### config.mk
export PLATFORM = sky130hd
export DESIGN_NAME = keccak_buffer_in
export DESIGN_NICKNAME = d
export VERILOG_FILES = /design/src/rtl/pkg_keccak.sv /design/src/rtl/keccak_pad_word.sv /design/src/rtl/keccak_buffer_in.sv
export SDC_FILE = /design/constraint.sdc
export NUM_CORES = 2
export LEC_CHECK = 0
export CORE_AREA = 3 3 452 454
export CTS_CLUSTER_DIAMETER = 40
export DETAILED_ROUTE_END_ITERATION = 16
export DIE_AREA = 0 0 455 457
export PLACE_DENSITY_LB_ADDON = 0.12
export RECOVER_POWER = 50
export SLEW_MARGIN = 10
export SYNTH_ARGS = -nofsm -noshare
export SYNTH_HDL_FRONTEND = slang
export SYNTH_SLANG_ARGS = --single-unit
### constraint.sdc
create_clock -name clock -period 7 [get_ports clock]
set_clock_uncertainty 0.15 [all_clocks]
set_input_delay 1.4 -clock clock [delete_from_list [all_inputs] [get_ports clock]]
set_output_delay 1.4 -clock clock [all_outputs]
set_load 0.005 [all_outputs]
### src/rtl/pkg_keccak.sv
// Shared Keccak constants and types for the input-side block buffer.
package pkg_keccak;

  localparam int IN_BUF_SIZE = 64;
  localparam int RATE_WORDS  = 17;
  localparam int CNT_W       = $clog2(RATE_WORDS);

  localparam logic [7:0] PAD_FIRST = 8'h01;
  localparam logic [7:0] PAD_LAST  = 8'h80;

  typedef enum logic [1:0] {FILL, PAD, FULL} buf_in_state_t;

endpackage

### src/rtl/keccak_pad_word.sv
// Byte-granular pad10*1 for one lane: keeps the first nbytes bytes, drops the rest,
// optionally inserts the leading 0x01 pad byte and the trailing 0x80 of the block.
module keccak_pad_word
  import pkg_keccak::*;
(
  input  logic [IN_BUF_SIZE-1:0] word,
  input  logic [3:0]             nbytes,
  input  logic                   first_pad,
  input  logic                   last_slot,
  output logic [IN_BUF_SIZE-1:0] padded
);

  localparam int NB = IN_BUF_SIZE / 8;

  always_comb begin
    padded = '0;
    for (int i = 0; i < NB; i++) begin
      if (i < int'(nbytes)) begin
        padded[8*i +: 8] = word[8*i +: 8];
      end else if (first_pad && (i == int'(nbytes))) begin
        padded[8*i +: 8] = PAD_FIRST;
      end
    end
    // OR rather than assign so a 0x01 already placed in byte 7 becomes 0x81.
    if (last_slot) begin
      padded[IN_BUF_SIZE-1 -: 8] = padded[IN_BUF_SIZE-1 -: 8] | PAD_LAST;
    end
  end

endmodule

### src/rtl/keccak_buffer_in.sv
// Collects message words into rate-sized blocks, applies pad10*1 and hands each
// block to the permutation core over a valid/ready handshake (single-buffered).
module keccak_buffer_in
  import pkg_keccak::*;
(
  input  logic                              clock,
  input  logic                              reset,
  input  logic [IN_BUF_SIZE-1:0]            buffer_input,
  input  logic                              input_valid,
  input  logic                              input_last,
  input  logic [3:0]                        input_bytes,
  output logic                              input_ready,
  output logic [RATE_WORDS*IN_BUF_SIZE-1:0] block_output,
  output logic                              block_valid,
  output logic                              block_last,
  input  logic                              block_ready
);

  buf_in_state_t          state;
  logic [CNT_W-1:0]       word_cnt;
  logic                   pending_pad;
  logic                   pad_started;
  logic [IN_BUF_SIZE-1:0] lanes [RATE_WORDS];

  logic                   at_last_slot;
  logic                   partial_last;
  logic [IN_BUF_SIZE-1:0] pad_word;
  logic [3:0]             pad_nbytes;
  logic                   pad_first;
  logic                   pad_last;
  logic [IN_BUF_SIZE-1:0] lane_value;

  assign at_last_slot = (word_cnt == CNT_W'(RATE_WORDS - 1));
  assign partial_last = input_last && (input_bytes < 4'd8);
  assign input_ready  = (state == FILL);

  // One padder serves both host words (FILL) and synthesized pad lanes (PAD).
  always_comb begin
    if (state == PAD) begin
      pad_word   = '0;
      pad_nbytes = 4'd0;
      pad_first  = !pad_started;
      pad_last   = at_last_slot;
    end else begin
      pad_word   = buffer_input;
      pad_nbytes = partial_last ? input_bytes : 4'd8;
      pad_first  = partial_last;
      pad_last   = partial_last && at_last_slot;
    end
  end

  keccak_pad_word u_pad (
    .word      (pad_word),
    .nbytes    (pad_nbytes),
    .first_pad (pad_first),
    .last_slot (pad_last),
    .padded    (lane_value)
  );

  always_comb begin
    block_output = '0;
    for (int k = 0; k < RATE_WORDS; k++) begin
      block_output[k*IN_BUF_SIZE +: IN_BUF_SIZE] = lanes[k];
    end
  end

  always_ff @(posedge clock or negedge reset) begin
    if (!reset) begin
      state       <= FILL;
      word_cnt    <= '0;
      pending_pad <= 1'b0;
      pad_started <= 1'b0;
      block_valid <= 1'b0;
      block_last  <= 1'b0;
      for (int k = 0; k < RATE_WORDS; k++) begin
        lanes[k] <= '0;
      end
    end else begin
      case (state)
        FILL: begin
          if (input_valid) begin
            lanes[word_cnt] <= lane_value;
            if (!input_last) begin
              if (at_last_slot) begin
                state       <= FULL;
                block_valid <= 1'b1;
                block_last  <= 1'b0;
              end else begin
                word_cnt <= word_cnt + CNT_W'(1);
              end
            end else if (partial_last) begin
              if (at_last_slot) begin
                state       <= FULL;
                block_valid <= 1'b1;
                block_last  <= 1'b1;
              end else begin
                word_cnt    <= word_cnt + CNT_W'(1);
                pad_started <= 1'b1;
                state       <= PAD;
              end
            end else begin
              // A full final word leaves the 0x01 for later; at the last slot
              // that means a whole extra padding block.
              pad_started <= 1'b0;
              if (at_last_slot) begin
                pending_pad <= 1'b1;
                state       <= FULL;
                block_valid <= 1'b1;
                block_last  <= 1'b0;
              end else begin
                word_cnt <= word_cnt + CNT_W'(1);
                state    <= PAD;
              end
            end
          end
        end

        PAD: begin
          lanes[word_cnt] <= lane_value;
          pad_started     <= 1'b1;
          if (at_last_slot) begin
            state       <= FULL;
            block_valid <= 1'b1;
            block_last  <= 1'b1;
          end else begin
            word_cnt <= word_cnt + CNT_W'(1);
          end
        end

        FULL: begin
          if (block_ready) begin
            word_cnt    <= '0;
            block_valid <= 1'b0;
            block_last  <= 1'b0;
            if (pending_pad) begin
              pending_pad <= 1'b0;
              pad_started <= 1'b0;
              state       <= PAD;
            end else begin
              state <= FILL;
            end
          end
        end

        default: state <= FILL;
      endcase
    end
  end

endmodule
# --- After elaboration in Yosys (flattened, before gate mapping) ---
# Cells that the tools add are included.
totals:
  input_bits: 73
  elab_cells: 135
  ff_bits: 1099
  output_inout_bits: 1091
classes:
  reduce_logical: 22
  mux: 60
  bitwise_logic: 1
  add_sub_neg: 1
  order_cmp: 11
  eq_ne: 17
op_table:
  columns: ["cell", "count"]
  rows:
  - ["$pmux W1088 S2", 1]
  - ["$bwmux W1088", 1]
  - ["$mux W1088", 1]
  - ["$demux W64 S5", 1]
  - ["$mux W64", 2]
  - ["$mux W8", 9]
  - ["$mux W1", 29]
  - ["$eq A4 B4 Y1 const A", 4]
  - ["$lt A3 B4 Y1 const A", 4]
  - ["$mux W5", 3]
  - ["$pmux W5 S3", 1]
  - ["$reduce_and A6 Y1", 2]
  - ["$logic_and A1 B1 Y1", 11]
  - ["$mux W2", 5]
  - ["$ne A2 B2 Y1 const B", 5]
  - ["$pmux W1 S3", 3]
  - ["$eq A3 B4 Y1 const A", 2]
  - ["$lt A1 B4 Y1 const A", 2]
  - ["$lt A2 B4 Y1 const A", 2]
  - ["$mux W4", 2]
  - ["$ge A6 B6 Y1 const B", 1]
  - ["$lt A6 B1 Y1 const B", 1]
  - ["$not A5 Y6", 1]
  - ["$pmux W2 S3", 1]
  - ["16 further kinds", 18]

# --- Depth between registers and ports, before layout ---
depth:
  word_depth: 12
  depth_mapped: 11
  depth_no_buf: 6

# --- Hierarchy ---
# From an unflattened synthesis, not the netlist that was laid out.
unflattened:
  hier_cells: 2630
  hier_area_um2: 42283.1
modules_own_cells:
  columns: ["module", "seq_area_each_um2", "n_inst", "area_per_inst_um2", "cells_per_inst"]
  rows:
  - ["keccak_buffer_in", 27501.4, 1, 41658.7, 2537]
  - ["keccak_pad_word", 0.0, 1, 624.3, 93]

# --- Worst setup path before layout ---
# No wires, ideal clock.
synth_path:
  path_kind: "input to register"
  from: "input input_bytes[1]"
  to: "register lanes, in the netlist block_output[200]"
  arrival_time_ps: 2777
  t_required_ps: 6776
  path_slack_ps: 3999
  path_buffers: 3
  path_stages: 7
  setup_ps: 74
  cell_sequence: "buf_2 or4b_1 buf_4 nor3b_2 a31oi_4 buf_6 o21ai_2"
synth_via:
  elab_chain_len: 11
  elab_cells_between_ends: 13
  cone_classes: "2 x order compare; 1 x eq/ne; 8 x mux; 2 x reduce/logical"
synth_rtl:
  columns: ["item", "line_no", "source"]
  rows:
  - ["start, declared", "keccak_buffer_in.sv:11", "input logic [3:0] input_bytes,"]
  - ["$lt A4 B4 Y1", "keccak_buffer_in.sv:34", "assign partial_last = input_last && (input_bytes < 4'd8);"]
  - ["$logic_and A1 B1 Y1", "keccak_buffer_in.sv:34", null]
  - ["$mux W4", "keccak_buffer_in.sv:46", "pad_nbytes = partial_last ? input_bytes : 4'd8;"]
  - ["$mux W4", "keccak_buffer_in.sv:39", "if (state == PAD) begin"]
  - ["$eq A2 B4 Y1", "keccak_pad_word.sv:20", "end else if (first_pad && (i == int'(nbytes))) begin"]
  - ["$logic_and A1 B1 Y1", "keccak_pad_word.sv:20", null]
  - ["$mux W1", "keccak_pad_word.sv:20", null]
  - ["$mux W8 (*)", "keccak_pad_word.sv:18", "if (i < int'(nbytes)) begin"]
  - ["$bwmux W1088 (*)", "keccak_buffer_in.sv:82, keccak_buffer_in.sv:119", null]
  - ["$mux W1088", "keccak_buffer_in.sv:81", "if (input_valid) begin"]
  - ["$pmux W1088 S2 (*)", "keccak_buffer_in.sv:79", "case (state)"]
  - ["end signal, assigned by index", "keccak_buffer_in.sv:82", "lanes[word_cnt] <= lane_value;"]
  - ["end signal, assigned by index", "keccak_buffer_in.sv:119", "lanes[word_cnt] <= lane_value;"]
  - ["end, declared", "keccak_buffer_in.sv:23", "logic [IN_BUF_SIZE-1:0] lanes [RATE_WORDS];"]
# Every way passes the cells marked *; elsewhere a longest branch is shown, timed or not. The select of a mux whose other input is x is not followed.
# A chain may end at the register's enable or synchronous reset.

==> summary.md <==
| Metric | Value |
|---|---|
| Status | finished with violations |
| Failing checks | capacitance limit, slew limit |
| Min cycle time layout | 4.800 ns |
| Critical path type | in2async |
| Post-Synth XOR/XNOR Area | 0 |
| Share of the yosys chip area belonging to registers | 0.6920 |
| Drt first pass iters | 5 |
| Leak | around 0.029 uW |
| Flops & latches, synth | about 1100 |
| Synth-to-layout area growth | 57.94% |
| CTS resizes | 0 |
| Crit share post-route | 0.6858 |
| Slowest stage cell, crit path | clkbuf_2 |
| Slew Viols, Final | roughly 720 |
| Die area | 0.2079 sq mm |
| Ys flop type | dfrtp_1 |
| RR Endpoint | block_output[464] |
| Number of global-route vias before repair | between 30000 and 40000 |
| Post-Synth Simple-Gate Area | 0.1149 |
| Post-Route WL | between 200000 and 250000 um |
| Worst EP required | approximately 7.0 ns |
| Hold Path Stages | 2 |
| Row count | 164 |
| Most frequent cells in the layout | 1099 x dfrtp_1, 1091 x nand2_1, 1034 x o21ai_0 |
| # DRC | 0 |
| EDFF count, synth | 0 |
| Crit end category | asynchronous set/reset pin |
| Die width | 455 um |
| Hold buffers post-CTS | 0 |
| Mapped Cells | 3710 |
| Synth warnings | 0 |
| Slew margin rel. | -1.399 |
| Cell Area, Synth | 0.03974 sq mm |
| Io pins | 1164 |
| Pwr Total | between 30000 and 40000 uW |
| Clock Tree Root | clkbuf_16 |
| Startpoint types | primary input |
| # Post-CTS Setup Buffers | 0 |
| 1st-iter DRT viols | 1685 |
| Worst Reg-to-Reg Cells | 6 |
| Inserted Clock Buffers | between 200 and 250 |
| Largest family of logic cells by synthesized area | compound AO/OA/AOI/OAI gates |
| Layout Nets | around 5000 |
| DR vias | 31810 |
| Seq pwr share | 0.312 |
| Congestion Overflow GR | 0 |
| Final hold violations | 0 |
| Area share of fa/ha/maj cells after synthesis | 0.002519 |
| Clk sink count | between 1000 and 1500 |
| Pwr dens | 521.9 mW/mm^2 |
| Crit-path max FO | ~130 |
| Die H | 457 um |
| Placed cells | 7314 |
| Clock power share | 0.359 |
| Hpwl dp | between 100000 and 150000 um |
| Initial Util | 0.1986 |
| Largest net degree at the start of global routing | between 100 and 150 |
| Critical Path AT | roughly 4.8 ns |
| Core area | approximately 0.20 sq mm |
| Worst path buffer plus inverter count | 2 |
| # fillers | between 20000 and 25000 |
| P_int | between 20000 and 25000 uW |
| Global-route wire length before repair | 287200 um |
| F_max | roughly 210 MHz |
| TritonCTS clock tree | yes |
| Most common library cell in the layout ignoring fill and taps | dfrtp_1 |
| Setup TNS Final | 0 ns |
| Hold Crit Start | block_output[802] |
| RSZ-0062 raised after global routing | no |
| Max Buffers Root-to-Sink | 3 |
| Clock transition at the registers of the reported paths | about 0.050 ns |
| Net Sw Power | 11210 uW |
| Post-route antenna net violation count | 0 |
| Worst-margin pin slew | between 3 and 4 ns |
| Syn Area/Cell | between 10 and 15 sq um |
| Setup violations, final | 0 |
| Comb power frac | 0.329 |
| Port Buffer Count | ~1200 |
| Routability congestion estimate | 0.7872 |
| WL/cell | around 27 um |
| Hold Crit Class | reg2reg |
| Share of layout cells above drive strength 1 | 0.1140 |
| Worst skew pair latency | around 0.84 ns |
| Compound-Gate Fraction of Synth Area | 0.1416 |
| Worst vdd ir | between 200 and 250 uV |
| Critical Path Max Stage Delay | about 2.4 ns |
| Synth cell types | 54 |
| CP cell instances | buf_8 -> clkbuf_2 |
| Max-Cap Viols | 11 |
| FF-to-FF setup slack | about 2.7 ns |
| Ys async rst share | 1.000 |
| Fin cells | 7747 |
| Worst R2R Start | state[1] |
| Switch share | 0.3423 |
| Antenna violations before repair | 24 |
| H-tree depth | 4 |
| GRT Util Overall | 0.1994 |
| Vias per std cell | 4.106 |
| Post-synthesis net count | roughly 3800 |
| Top delay family on crit path | buffers and inverters |
| Multiplexer share of the synthesized area | 0.01502 |
| Hold Path Sink | block_output[802] |
final cells by class:
cell class,instances,area [sq um],share of cell area
tap,2656,3323,0.05294
clock buffer,274,6043,0.09628
clock inverter,140,2302,0.03668
multi-input combinational,2297,11090,0.1766
antenna,19,47.55,0.0007575
timing repair buffer,1252,12430,0.1980
sequential,1099,27500,0.4381
inverter,10,37.54,0.0005980
synthesized netlist by cell type, types with 3 or more instances:
library cell	count	area, sq um
o21ai_2	10	87.58
dfrtp_1	1099	27500
a2bb2oi_1	3	26.28
a32oi_1	3	26.28
buf_2	110	550.5
ha_1	8	100.1
mux2_2	52	585.6
nor2b_1	5	31.28
o21ai_0	1034	5175
nand3_1	4	20.02
o211ai_2	7	87.58
nand4b_4	3	71.32
buf_1	3	11.26
a21oi_1	9	45.04
nand4b_2	5	75.07
clkbuf_2	7	35.03
a21oi_2	4	35.03
nand2_1	1095	4110
inv_1	10	37.54
nor3_1	5	25.02
nand2b_1	3	18.77
nor2_1	8	30.03
clkbuf_1	180	675.7
nand3_2	6	60.06
flip-flops by register name, indices dropped and copies added (netlist names), named ones only:
| name | count |
|---|---|
| block_output | 1088 |
| pad_started | 1 |
| pending_pad | 1 |
| word_cnt | 5 |
| state | 2 |
| block_valid | 1 |
logic make-up after synthesis:
| family | Yosys count |
|---|---|
| and+or+nand+nor | 1149 |
| DFF | 1099 |
| AOI/OAI and AO/OA | 1087 |
| buffers and inverters | 314 |
| muxes | 53 |
| adders and majority gates | 8 |
worst max-delay path by stage:
stage / startpoint / to / cells past startpoint
final: reset / block_output[627] / 2
after global routing: reset / block_output[473] / 2
after CTS: state[1] / block_output[304] / 6
after detailed placement: input_valid / block_output[304] / 5
after global placement: input_bytes[1] / block_output[162] / 5
after floorplan: input_bytes[1] / block_output[200] / 7
tightest hold or removal path: stages (launching register included):
cell and delay [ns]:
dfrtp_1 0.33, nand2_1 0.04, o21ai_0 0.06
power groups by stage:
stage	combinational (uW)	sequential, uW	clock [uW]
after floorplan	2790	10300	0
after global placement	11500	10300	0
after detailed placement	11600	10400	0
after CTS	11600	10300	12000
after global routing	11700	10500	12300
final	10800	10200	11700
metal layers:
metal / track usage / share of wire
met5: 0 / 0
met4: 0.06557 / 0.031
met1: 0.2267 / 0.39
met3: 0.07163 / 0.084
met2: 0.3447 / 0.50
through the flow:
stage | setup slack [ns] | hold WS, ns | area [sq um] | utilization
floorplan | 3.999 | 0.3233 | 39740 | -
global placement | 2.047 | 0.3105 | 54450 | 0.2722
global route | 1.546 | 0.3336 | 62740 | 0.3136
detailed placement | 2.068 | 0.3188 | 54450 | 0.2722
finish | 2.200 | 0.3177 | 62770 | 0.3137
CTS | 2.544 | 0.3290 | 62800 | 0.3139
Note: power is estimated with default switching activity, not from simulation.
